--- src/rtl/codificador_pkg.sv ---
// Shared types, segment timing constants and waveform helper for the trit encoder.
// Latency: n/a (declarations only).
// Backpressure: n/a.
package codificador_pkg;

  typedef enum logic [1:0] {TRIT_0, TRIT_1, TRIT_F} trit_t;
  typedef enum logic [1:0] {IDLE, BITS, SYNC} state_t;

  localparam int BIT_TICKS  = 32;
  localparam int SYNC_TICKS = 128;
  localparam int SHORT      = 4;
  localparam int LONG       = 12;

  // Each bit is two 16-tick halves, each "high for N ticks, then low".
  // '1' is long-long, '0' short-short, 'F' short-long.
  function automatic logic [3:0] half_high_ticks(input trit_t t, input logic second_half);
    if (t == TRIT_1) return 4'(LONG);
    if (t == TRIT_F && second_half) return 4'(LONG);
    return 4'(SHORT);
  endfunction

endpackage

--- src/rtl/osc_tick_gen.sv ---
// Free-running clock divider producing the osc tick strobe.
// Latency: tick is high for one clk every CLK_DIV clk, first after CLK_DIV clk out of reset.
// Backpressure: none; runs continuously.
// Ports: clk (system clock), reset (async, active-high), tick (one-clk strobe).
module osc_tick_gen #(
  parameter int CLK_DIV = 99
) (
  input  logic clk,
  input  logic reset,
  output logic tick
);

  localparam int CW = (CLK_DIV > 1) ? $clog2(CLK_DIV) : 1;

  logic [CW-1:0] r_cnt;
  logic          w_wrap;

  assign w_wrap = (r_cnt == CW'(CLK_DIV - 1));
  assign tick   = w_wrap;

  always_ff @(posedge clk or posedge reset) begin
    if (reset) begin
      r_cnt <= '0;
    end else if (w_wrap) begin
      r_cnt <= '0;
    end else begin
      r_cnt <= r_cnt + 1'b1;
    end
  end

endmodule

--- src/rtl/codificador_trit_param.sv ---
// Parametrised trit encoder: serialises address trits, data bits (+ optional parity) and sync onto cod_o.
// Latency: word starts on the first osc tick with te=1; each word is fixed length in ticks.
// Backpressure: none; te is level-sensitive and only sampled in IDLE and at word boundaries.
// Ports: clk, reset (async, active-high), A/A_float/D (word content), te (transmit enable),
//        cod_o (serial waveform), sync (pulse at sync start), busy, word_done (pulse at word end).
// Optional feature: define CODIFICADOR_PARITY_EN to append an even-parity bit (^D) after D.
module codificador_trit_param
  import codificador_pkg::*;
#(
  parameter int N_ADDR     = 8,
  parameter int N_DATA     = 4,
  parameter int CLK_DIV    = 99,
  parameter int REPEAT_MIN = 4
) (
  input  logic              clk,
  input  logic              reset,
  input  logic [N_ADDR-1:0] A,
  input  logic [N_ADDR-1:0] A_float,
  input  logic [N_DATA-1:0] D,
  input  logic              te,
  output logic              cod_o,
  output logic              sync,
  output logic              busy,
  output logic              word_done
);

`ifdef CODIFICADOR_PARITY_EN
  localparam int N_PAR = 1;
`else
  localparam int N_PAR = 0;
`endif
  localparam int N_BITS = N_ADDR + N_DATA + N_PAR;
  localparam int IW     = $clog2(N_ADDR + N_DATA + 1);
  localparam int RW     = $clog2(REPEAT_MIN + 1);

  logic          w_tick;
  state_t        r_state, w_state_nxt;
  logic [6:0]    r_seg;
  logic [IW-1:0] r_bit_idx;
  logic [RW-1:0] r_rep;
  logic          r_sync, r_word_done;
  trit_t         r_frame     [N_BITS];
  trit_t         w_frame_nxt [N_BITS];
  logic          w_load, w_enter_sync, w_word_end;
  logic          w_bit_end, w_last_bit, w_sync_end;
  trit_t         w_cur;
  logic          w_cod;

  osc_tick_gen #(.CLK_DIV(CLK_DIV)) u_tick (
    .clk   (clk),
    .reset (reset),
    .tick  (w_tick)
  );

  // Frame contents as they would be latched right now.
  always_comb begin
    for (int i = 0; i < N_ADDR; i++) begin
      w_frame_nxt[i] = A_float[i] ? TRIT_F : (A[i] ? TRIT_1 : TRIT_0);
    end
    for (int i = 0; i < N_DATA; i++) begin
      w_frame_nxt[N_ADDR+i] = D[i] ? TRIT_1 : TRIT_0;
    end
`ifdef CODIFICADOR_PARITY_EN
    w_frame_nxt[N_ADDR+N_DATA] = (^D) ? TRIT_1 : TRIT_0;
`endif
  end

  assign w_bit_end  = (r_seg == 7'(BIT_TICKS - 1));
  assign w_sync_end = (r_seg == 7'(SYNC_TICKS - 1));
  assign w_last_bit = (r_bit_idx == IW'(N_BITS - 1));

  always_ff @(posedge clk or posedge reset) begin
    if (reset) r_state <= IDLE;
    else       r_state <= w_state_nxt;
  end

  always_comb begin
    w_state_nxt  = r_state;
    w_load       = 1'b0;
    w_enter_sync = 1'b0;
    w_word_end   = 1'b0;
    case (r_state)
      IDLE: if (w_tick && te) begin
        w_state_nxt = BITS;
        w_load      = 1'b1;
      end
      BITS: if (w_tick && w_bit_end && w_last_bit) begin
        w_state_nxt  = SYNC;
        w_enter_sync = 1'b1;
      end
      SYNC: if (w_tick && w_sync_end) begin
        w_word_end = 1'b1;
        // Pending minimum repeats win over te; te only extends the burst.
        if (r_rep != '0 || te) begin
          w_state_nxt = BITS;
          w_load      = 1'b1;
        end else begin
          w_state_nxt = IDLE;
        end
      end
      default: w_state_nxt = IDLE;
    endcase
  end

  always_ff @(posedge clk or posedge reset) begin
    if (reset) begin
      r_seg       <= '0;
      r_bit_idx   <= '0;
      r_rep       <= '0;
      r_sync      <= 1'b0;
      r_word_done <= 1'b0;
      for (int i = 0; i < N_BITS; i++) r_frame[i] <= TRIT_0;
    end else begin
      r_sync      <= w_enter_sync;
      r_word_done <= w_word_end;
      if (w_load) r_frame <= w_frame_nxt;

      if (w_load && r_state == IDLE)     r_rep <= RW'(REPEAT_MIN - 1);
      else if (w_word_end && r_rep != '0) r_rep <= r_rep - 1'b1;

      if (w_load || w_enter_sync || w_word_end)     r_seg <= '0;
      else if (w_tick && r_state == BITS && w_bit_end) r_seg <= '0;
      else if (w_tick && r_state != IDLE)            r_seg <= r_seg + 1'b1;

      if (w_load || w_word_end) r_bit_idx <= '0;
      else if (w_tick && r_state == BITS && w_bit_end && !w_last_bit)
        r_bit_idx <= r_bit_idx + 1'b1;
    end
  end

  // Waveform decode: bit segments split into two 16-tick halves (r_seg[4] selects the half).
  assign w_cur = r_frame[r_bit_idx];

  always_comb begin
    w_cod = 1'b0;
    case (r_state)
      BITS:    w_cod = (r_seg[3:0] < half_high_ticks(w_cur, r_seg[4]));
      SYNC:    w_cod = (r_seg < 7'(SHORT));
      default: w_cod = 1'b0;
    endcase
  end

  assign cod_o     = w_cod;
  assign busy      = (r_state != IDLE);
  assign sync      = r_sync;
  assign word_done = r_word_done;

endmodule

--- config.mk ---
export PLATFORM = sky130hd
export DESIGN_NAME = codificador_trit_param
export DESIGN_NICKNAME = d
export VERILOG_FILES = /design/src/rtl/codificador_pkg.sv /design/src/rtl/osc_tick_gen.sv /design/src/rtl/codificador_trit_param.sv
export SDC_FILE = /design/constraint.sdc
export NUM_CORES = 1
export LEC_CHECK = 0
export ABC_CLOCK_PERIOD_IN_PS = 4900
export BUFFER_PORTS_ARGS = -buffer_cell sky130_fd_sc_hd__buf_2
export CELL_PAD_IN_SITES_DETAIL_PLACEMENT = 0
export CELL_PAD_IN_SITES_GLOBAL_PLACEMENT = 2
export CORE_UTILIZATION = 29
export DETAILED_ROUTE_END_ITERATION = 8
export PLACE_DENSITY = 0.67
export SETUP_SLACK_MARGIN = 0.4
export SYNTH_ARGS = -nofsm -noshare
export SYNTH_HDL_FRONTEND = slang
export SYNTH_HIERARCHICAL = 1
export SYNTH_SLANG_ARGS = --single-unit
--- constraint.sdc ---
create_clock -name clk -period 4.9 [get_ports clk]
set_input_delay 0.245 -clock clk [delete_from_list [all_inputs] [get_ports clk]]
set_output_delay 0.245 -clock clk [all_outputs]
set_load 0.02 [all_outputs]
Yosys cells after proc, flatten, opt, wreduce, memory -nomap -nowiden
Cells that the tools add are included.
{"block": "op_classes", "addsub": 4, "n_mul": 0, "div_mod_pow": 0, "order_cmp": 3, "n_eq_ne": 11, "n_shift": 0, "mux": 55, "bitwise_logic": 1, "reduce_logical": 23}
{"cell": "2-to-1 mux 4 bit", "count": 7}
{"cell": "2-to-1 mux 7 bit", "count": 4}
{"cell": "2-to-1 mux 2 bit", "count": 13}
{"cell": "2-to-1 mux 1 bit", "count": 25}
{"cell": "adder 7 x 1 -> 7 bit, second input constant", "count": 2}
{"cell": "equality test 7 bit, second input constant", "count": 2}
{"cell": "logical AND 1 bit", "count": 11}
{"cell": "binary-select mux 2 bit (select 4 bit)", "count": 1}
{"cell": "equality test 7 x 5 -> 1 bit, second input constant", "count": 1}
{"cell": "less-than comparator 7 x 3 -> 1 bit, second input constant", "count": 1}
{"cell": "2-to-1 mux 3 bit", "count": 2}
{"cell": "inequality test 2 bit, second input constant", "count": 3}
{"cell": "case mux 2 bit (3 select lines)", "count": 1}
{"cell": "nonzero test 2 bit", "count": 3}
{"cell": "nonzero test 3 bit", "count": 2}
{"cell": ">= comparator 5 bit, second input constant", "count": 1}
{"cell": "NOT 4 -> 5 bit", "count": 1}
{"cell": "adder 4 x 1 -> 4 bit, second input constant", "count": 1}
{"cell": "equality test 2 x 1 -> 1 bit, second input constant", "count": 2}
{"cell": "equality test 2 bit, second input constant", "count": 2}
{"cell": "equality test 4 bit, second input constant", "count": 1}
{"cell": "logical OR 1 bit", "count": 4}
{"cell": "less-than comparator 4 bit", "count": 1}
{"cell": "case mux 1 bit (2 select lines)", "count": 2}
{"cell": "other kinds (4)", "count": 4}
{"block": "totals", "ff_bits": 49, "latch_bits": 0, "ramBits": 0, "rom_bits": 0, "inputBits": 23, "out_inout_bits": 4, "word_cells": 116, "mem_count": 0}

Longest topological paths before layout
Gate-level depths: netlist of the first run.
{"block": "logic_depth", "word_depth": 14, "mapped_depth": 10, "ltp_nobuf": 8}

Hierarchy
Netlist of the first run, hierarchy kept.
{"mod": "codificador_trit_param", "instances": 1, "cells_per_inst": 186, "area_each_um2": 2020.7, "seq_area_each_um2": 950.9}
{"mod": "osc_tick_gen", "instances": 1, "cells_per_inst": 31, "area_each_um2": 335.3, "seq_area_each_um2": 175.2}

Worst setup path after synthesis of the first run
Ideal clock, no wire load.
{"block": "synth_timing", "path_type": "register to output", "from": "reg r_bit_idx[0]", "to": "out cod_o", "arrival_time_ns": 1.974, "required_ns": 4.655, "setup_slack_ns": 2.681, "stages_incl_launch_ff": 9, "n_path_buf": 1, "cell_sequence": "dfrtp_1 > clkbuf_1 > mux4_2 > nand3b_1 > o21ai_0 > mux2i_1 > ha_1 > nand2_1 > and3_1"}
{"block": "synth_via", "elab_chain_len": 14}
{"item": "start: declaration", "line": "codificador_trit_param.sv:39", "rtl": "logic [IW-1:0] r_bit_idx;"}
{"item": "start signal: assignment", "line": "codificador_trit_param.sv:127", "rtl": "r_bit_idx <= r_bit_idx + 1'b1;"}
{"item": "NOT 4 -> 5 bit (not written as such) *", "line": "codificador_trit_param.sv:132", "rtl": "assign w_cur = r_frame[r_bit_idx];"}
{"item": "binary-select mux 2 bit (select 4 bit) *", "line": "codificador_trit_param.sv:132"}
{"item": "2-to-1 mux 2 bit (not written as such) * (2 in a row)", "line": "codificador_trit_param.sv:132"}
{"item": "equality test 2 bit", "line": "codificador_pkg.sv:18", "rtl": "if (t == TRIT_F && second_half) return 4'(LONG);"}
{"item": "logical AND 1 bit", "line": "codificador_pkg.sv:18"}
{"item": "2-to-1 mux 1 bit (2 in a row)", "line": "codificador_pkg.sv:18"}
{"item": "2-to-1 mux 1 bit", "line": "codificador_trit_param.sv:136", "rtl": "case (r_state)"}
{"item": "2-to-1 mux 4 bit", "line": "codificador_pkg.sv:19", "rtl": "return 4'(SHORT);"}
{"item": "2-to-1 mux 4 bit *", "line": "codificador_pkg.sv:18"}
{"item": "2-to-1 mux 4 bit *", "line": "codificador_trit_param.sv:136"}
{"item": "less-than comparator 4 bit *", "line": "codificador_trit_param.sv:137", "rtl": "BITS: w_cod = (r_seg[3:0] < half_high_ticks(w_cur, r_seg[4]));"}
{"item": "case mux 1 bit (2 select lines) *", "line": "codificador_trit_param.sv:136"}
{"item": "end: declaration", "line": "codificador_trit_param.sv:21", "rtl": "output logic cod_o,"}
Every way passes the cells marked *; elsewhere a longest branch is shown, timed or not. The select of a mux whose other input is x is not followed.

Worst setup path in the final report of the first run
{"block": "layout_timing", "from": "reg r_bit_idx[1]", "to": "out cod_o"}
Same word-level chain as after synthesis.

==> results of run 1 <==
## logic make-up (layout without fill, tap and decap cells)
family / Yosys count / count (layout) / synth area share, %
buffers and inverters: 20 / 49 / 3.452
adder cells (fa/ha/maj): 11 / 11 / 5.842
multiplexers: 24 / 24 / 13.54
AND/OR/NAND/NOR: 78 / 78 / 18.64
AO/OA/AOI/OAI: 28 / 28 / 6.638
XOR/XNOR: 11 / 11 / 4.089
flip-flops: 45 / 45 / 47.80
## through the flow
step | util, % | instances
floorplan | - | 217
global placement | 33.30 | 339
detailed placement | 33.30 | 339
CTS | 34.54 | 348
global route | 34.54 | 348
finish | 34.54 | 348
## cell type report
class                   count  area, um2  share of cell area [%]
well taps                 102      127.6                   4.733
clock buffers               5      68.82                   2.552
multi-input cells         152       1156                   42.88
inverters                  12      45.04                   1.671
flip-flops and latches     45       1126                   41.76
clock inverters             3      17.52                  0.6497
repair buffers             29      155.1                   5.754
## path summary, 6_finish.rpt
| check | startpoint | depth (start not counted) | to | slack [ns] |
|---|---|---|---|---|
| worst min-delay path | D[3] | 2 | r_frame[0] | 0.17 |
| min in group asynchronous | reset | 3 | u_tick/r_cnt[2] | 0.43 |
| max in group asynchronous | reset | 4 | word_done | 3.93 |
| worst max-delay path | r_bit_idx[1] | 8 | cod_o | 2.17 |
| worst max register to register | u_tick/r_cnt[0] | 8 | r_rep[2] | 2.50 |
| worst min register to register | r_frame[10] | 2 | r_frame[10] | 0.48 |
## timing repair
action,CTS,global route
buffers inserted,0,0
hold buffers,1,0
endpoints found under the hold margin,7,0
## metal layers
layer | vias to the layer above | wire length, um | part of all wire, % | global-route usage, %
li1 | 807 | - | - | -
met1 | 755 | 2286 | 49 | 16.59
met2 | 32 | 2115 | 46 | 19.28
met3 | 4 | 187 | 4.0 | 2.985
met4 | 0 | 48 | 1.0 | 3.516
met5 | - | 0 | 0 | 0
## sequential cells by signal (all words and copies together), names as in the netlist
name          count
sync              1
r_rep             3
r_frame          20
u_tick/r_cnt      7
r_state           2
r_bit_idx         4
r_seg             7
word_done         1
## power by group through the flow
stage               logic [mW]  clock network [mW]  registers, mW
finish                  0.0206               0.230          0.371
global route            0.0243               0.257          0.371
CTS                     0.0217               0.241          0.371
detailed placement      0.0210                   0          0.378
global placement        0.0213                   0          0.378
floorplan              0.00794                   0          0.378
## layout by cell type, fill, tap and decap left out, types with 2 or more instances in the layout
cell type and count:
and3_1 4, buf_4 2, nand2_1 18, ha_1 11, nor2_1 16, xor2_1 6
inv_1 11, nor3b_1 2, mux2i_1 6, dfrtp_1 45, xnor2_1 5, o21ai_0 15
clkbuf_8 5, clkinv_2 2, a21oi_1 5, mux4_2 5, nand3_1 5, nand3b_1 2
a31oi_1 2, buf_2 26, or3_1 4, nand2b_1 10, mux2_2 13, nand4_1 2
o211ai_1 2, nand4_2 2, and2_1 3
==> reports/metrics.csv, run 1 <==
metric;value;unit
yosys_warnings;6;
power.clock.fraction;37.0;%
postSynthCellCount;217;
design_area;0.002696;mm2
die_height;92.14;um
start_util;30.18;%
post_dp_cell_area;0.002600;mm2
synthFlopType;dfrtp_1;
yosys_register_bits;45;
crit_family;multiplexers;
switching_share;22.99;%
fillerInstances;819;
grt_start_max_net_pins;39;
cpMaxStageDelayCell;dfrtp_1;
synth.most_common_cell;dfrtp_1;
clockRootBuffer;clkbuf_8;
finalSetupTns;0;ns
grt_setup_unrepaired;no;
clk_latency;0.29;ns
avgSynthCellArea;10.86;um2
slowest_delay;0.56;ns
timing.hold.ws;0.1734;ns
die_area;0.008489;mm2
insertedDiodeCount;0;
area_growth;14.45;%
postRouteAntennaNets;0;
synth_cell_type_count;40;
yosysTopAreaCellShare;47.80;%
cts_resized;0;
crit_chain;mux4_2 -> mux2i_1 -> o21ai_0 -> mux2i_1 -> ha_1 -> o22ai_1 -> and3_1 -> buf_2;
fp.coreArea;0.007807;mm2
io_buffers;26;
period_share;55.70;%
relSlewSlack;59.05;%
cts_made_buffers;5;
cp_num_buf_inv;1;
max_freq;366.4;MHz
p_sw;142.9;uW
crit_fanout;8;
p_int;478.8;uW
dp_hpwl;3.430;mm
ctsHtreeMaxLevel;2;
worst_pin_slew;0.6079;ns
setup_slack;2.171;ns
synth_area_leader_cell;dfrtp_1;
fin_skew;0.003643;ns
nets;279;
drcViolationCount;0;
outcome;complete, no violations;
irDropWorstVdd;0.09114;mV
arrival;2.48;ns
p_leak;1.274;nW
synthTopCellsByCount;dfrtp_1, nand2_1, nor2_1;
pre_cts_ws;2.464;ns
final.min_clock_period;2.729;ns
drtIter0Drc;76;
grt_pass1_wl;8.128;mm
cts_tree;built;
netlist_area;0.002356;mm2
rows;32;
final_layout_size_suffix_gt1_share;25.61;%
synth_area_leaders;dfrtp_1, mux2_2, ha_1;
power;621.7;uW
crit_top_cell;mux2i_1;
pwr-share-seq;59.7;%
finalHoldViolCount;0;
drt-total-wl;4.637;mm
hp-class;in2reg;
wl_per_cell;13.32;um
clock_sinks;45;
critical_path_class;reg2out;
ys_seq_area_share;47.80;%
setup_viol;0;
track_usage;12.21;%
synth_enable_flop_cells;0;
clock_path_buffers;2;
vias;1598;
critPathCaptureType;output port;
critPathLaunchType;flip-flop;
drt_pass1_iterations;4;
die_w;92.14;um
drv_slew;0;
finalWeightedCongestion;0.7072;
power_density;230.6;mW/mm2
grt_pass1_vias;1652;
overflow;0;
io_pins;27;
via_per_inst;4.592;
share_comb_of_total_power;3.3;%
antenna_found_initial;0;
required;4.66;ns
synthArstFlopShare;100.0;%
maxCapViolations;0;
clkTransAtPathRegs;0.09;ns
syn_nets;251;
No activity file was read; power rests on OpenSTA's default activity.
==> run 2: changes to the inputs <==
--- a/config.mk
+++ b/config.mk
@@ -5,13 +5,13 @@
 export SDC_FILE = /design/constraint.sdc
 export NUM_CORES = 1
 export LEC_CHECK = 0
-export ABC_CLOCK_PERIOD_IN_PS = 4900
+export ABC_CLOCK_PERIOD_IN_PS = 2400
 export BUFFER_PORTS_ARGS = -buffer_cell sky130_fd_sc_hd__buf_2
 export CELL_PAD_IN_SITES_DETAIL_PLACEMENT = 0
 export CELL_PAD_IN_SITES_GLOBAL_PLACEMENT = 2
 export CORE_UTILIZATION = 29
 export DETAILED_ROUTE_END_ITERATION = 8
-export PLACE_DENSITY = 0.67
+export PLACE_DENSITY = 0.69
 export SETUP_SLACK_MARGIN = 0.4
 export SYNTH_ARGS = -nofsm -noshare
 export SYNTH_HDL_FRONTEND = slang
==> constraint.sdc (replaced) <==
create_clock -name clk -period 2.4 [get_ports clk]
set_input_delay 0.12 -clock clk [delete_from_list [all_inputs] [get_ports clk]]
set_output_delay 0.12 -clock clk [all_outputs]
set_load 0.02 [all_outputs]
==> run 2 against run 1 <==
The flow now finishes with violations (negative setup slack). Clock-buffer cell count is 1 higher. Worst setup slack worse by 2.3 ns. Global-route usage is 0.16 points lower. Register-to-register slack worse by 2.1 ns. Cell count is 4.9% higher. Flip-flop and latch count stayed put. Critical path depth stayed put. Non-clock buffer count is 17 higher. Via count is 7.0% higher. Utilization is 3.9 points higher. Worst hold slack worse by 0.13 ns. Largest cell class unchanged.
==> reports/metrics.csv, run 2 (synthesized netlist as in run 1, its figures left out) <==
metric;value;unit
die_area;0.008489;mm2
fin_util;38.43;%
grt_pass1_vias;1685;
cp_num_buf_inv;1;
final_layout_size_suffix_gt1_share;35.74;%
slowest_delay;0.52;ns
setup_viol;1;
io_buffers;26;
max_freq;400.2;MHz
clock_path_buffers;2;
grt_setup_unrepaired;yes;
reg.largest.list;r_frame: 20 flops, r_seg: 7 flops, u_tick/r_cnt: 7 flops;
hp-class;in2reg;
finalHoldViolCount;0;
hold_start;D[2];
clkTransAtPathRegs;0.09;ns
drcViolationCount;0;
outcome;finished, violations left;
postRouteAntennaNets;0;
clockRootBuffer;clkbuf_8;
layout_commonest_cell;dfrtp_1;
worst_pin_slew;0.5101;ns
crit_fanout;5;
die_w;92.14;um
cts_tree;built;
ctsHtreeMaxLevel;2;
arrival;2.38;ns
critPathCaptureType;output port;
fin_skew;0.003606;ns
clock_sinks;45;
track_usage;12.06;%
antenna_found_initial;0;
fillerInstances;799;
critical_path_class;reg2out;
critPathLaunchType;flip-flop;
maxCapViolations;0;
insertedDiodeCount;0;
drtIter0Drc;98;
seqCellArea;0.001127;mm2
fp.coreArea;0.007807;mm2
area_growth;27.35;%
via_per_inst;4.685;
rows;32;
start_util;30.18;%
cts_made_buffers;5;
p_leak;1.457;nW
io_pins;27;
nets;296;
cpMaxStageDelayCell;mux4_2;
overflow;0;
grt_pass1_wl;7.962;mm
layout_common_cells;dfrtp_1, buf_2, nand2_1;
largest_register;r_frame;
pre_cts_ws;0.08405;ns
dp_hpwl;3.347;mm
violations;negative setup slack;
power_density;433.9;mW/mm2
crit_family;multiplexers;
die_height;92.14;um
wl_per_cell;13.17;um
final.min_clock_period;2.498;ns
r2r-start;u_tick/r_cnt[0];
period_share;104.1;%
power;1.302;mW
setup_slack;-0.09847;ns
vias;1710;
drt_pass1_iterations;4;
startpoint;r_bit_idx[1];
required;2.28;ns
r2r_setup_slack;0.43;ns
relSlewSlack;66.00;%
drv_slew;0;
largest_register_ff_count;20;
multi_input_area;0.001291;mm2
irDropWorstVdd;0.2038;mV
crit_chain;mux4_2 -> mux2i_1 -> o21ai_1 -> mux2i_2 -> ha_1 -> o22ai_2 -> and3_4 -> buf_6;
drt-total-wl;4.808;mm
clk_latency;0.30;ns
finalWeightedCongestion;0.7141;
grt_start_max_net_pins;39;
## run 2: cell types whose count changed in the layout (fill, tap and decap cells not counted), sizes merged
| cell | before | now |
|---|---|---|
| buf | 28 | 45 |
| clkbuf | 5 | 6 |
| clkinvlp | 1 | 0 |
## run 2: power by group
part	leakage, nW	total [mW]	switching (mW)	internal, mW
Clock	0.0512	0.502	0.268	0.234
Sequential	0.602	0.757	0	0.757
Combinational	0.804	0.0425	0.0236	0.0189
Total	1.46	1.30	0.292	1.01
## run 2: cell type report
class,count,area share (%)
inverters,12,1.501
multi-input cells,152,43.04
clock buffers,6,2.752
clock inverters,2,0.4587
repair buffers,46,10.43
well taps,102,4.254
flip-flops and latches,45,37.57
## run 2: worst paths after layout
check / to / cells past startpoint
min in group asynchronous: u_tick/r_cnt[4] / 3
hold / removal: r_frame[2] / 2
setup reg to reg: r_rep[2] / 8
hold reg to reg: r_frame[10] / 2
max in group asynchronous: r_bit_idx[1] / 4
setup / recovery: cod_o / 8
## run 2: timing repair
| item | in CTS | in global routing |
|---|---|---|
| setup buffers | 1 | 7 |
| pin swaps | 4 | 9 |
| setup endpoints to repair | 5 | 24 |
| hold buffers | 1 | 0 |
| endpoints found under the hold margin | 45 | 0 |
| resized for setup | 10 | 27 |
## run 2: worst reg2reg max path: stages (launching register included)
cell	delay, ns
dfrtp_1	0.39
inv_1	0.06
ha_2	0.16
nand4b_1	0.13
nor3_4	0.22
inv_2	0.08
or4_4	0.57
mux2i_1	0.14
and2_1	0.13
## run 2: through the flow
stage / setup TNS [ns] / hold slack [ns] / area, um2 / instances
2_1_floorplan: 0 / -0.07660 / 2361 / 217
3_3_place_gp: 0 / 0.08965 / 2681 / 348
3_5_place_dp: 0 / 0.08793 / 2681 / 348
4_1_cts: -0.1419 / 0.03722 / 2828 / 358
5_1_grt: -0.2265 / 0.04064 / 3000 / 365
6_report: -0.09847 / 0.04683 / 3000 / 365
## run 2: routing by layer
metal	wire length (um)	global-route usage, %	share of wire (%)	vias up
li1	-	-	-	843
met1	2410	16.21	50	840
met2	2193	18.41	46	20
met3	128	2.819	2.7	7
met4	76	5.339	1.6	0
met5	0	0	0	-
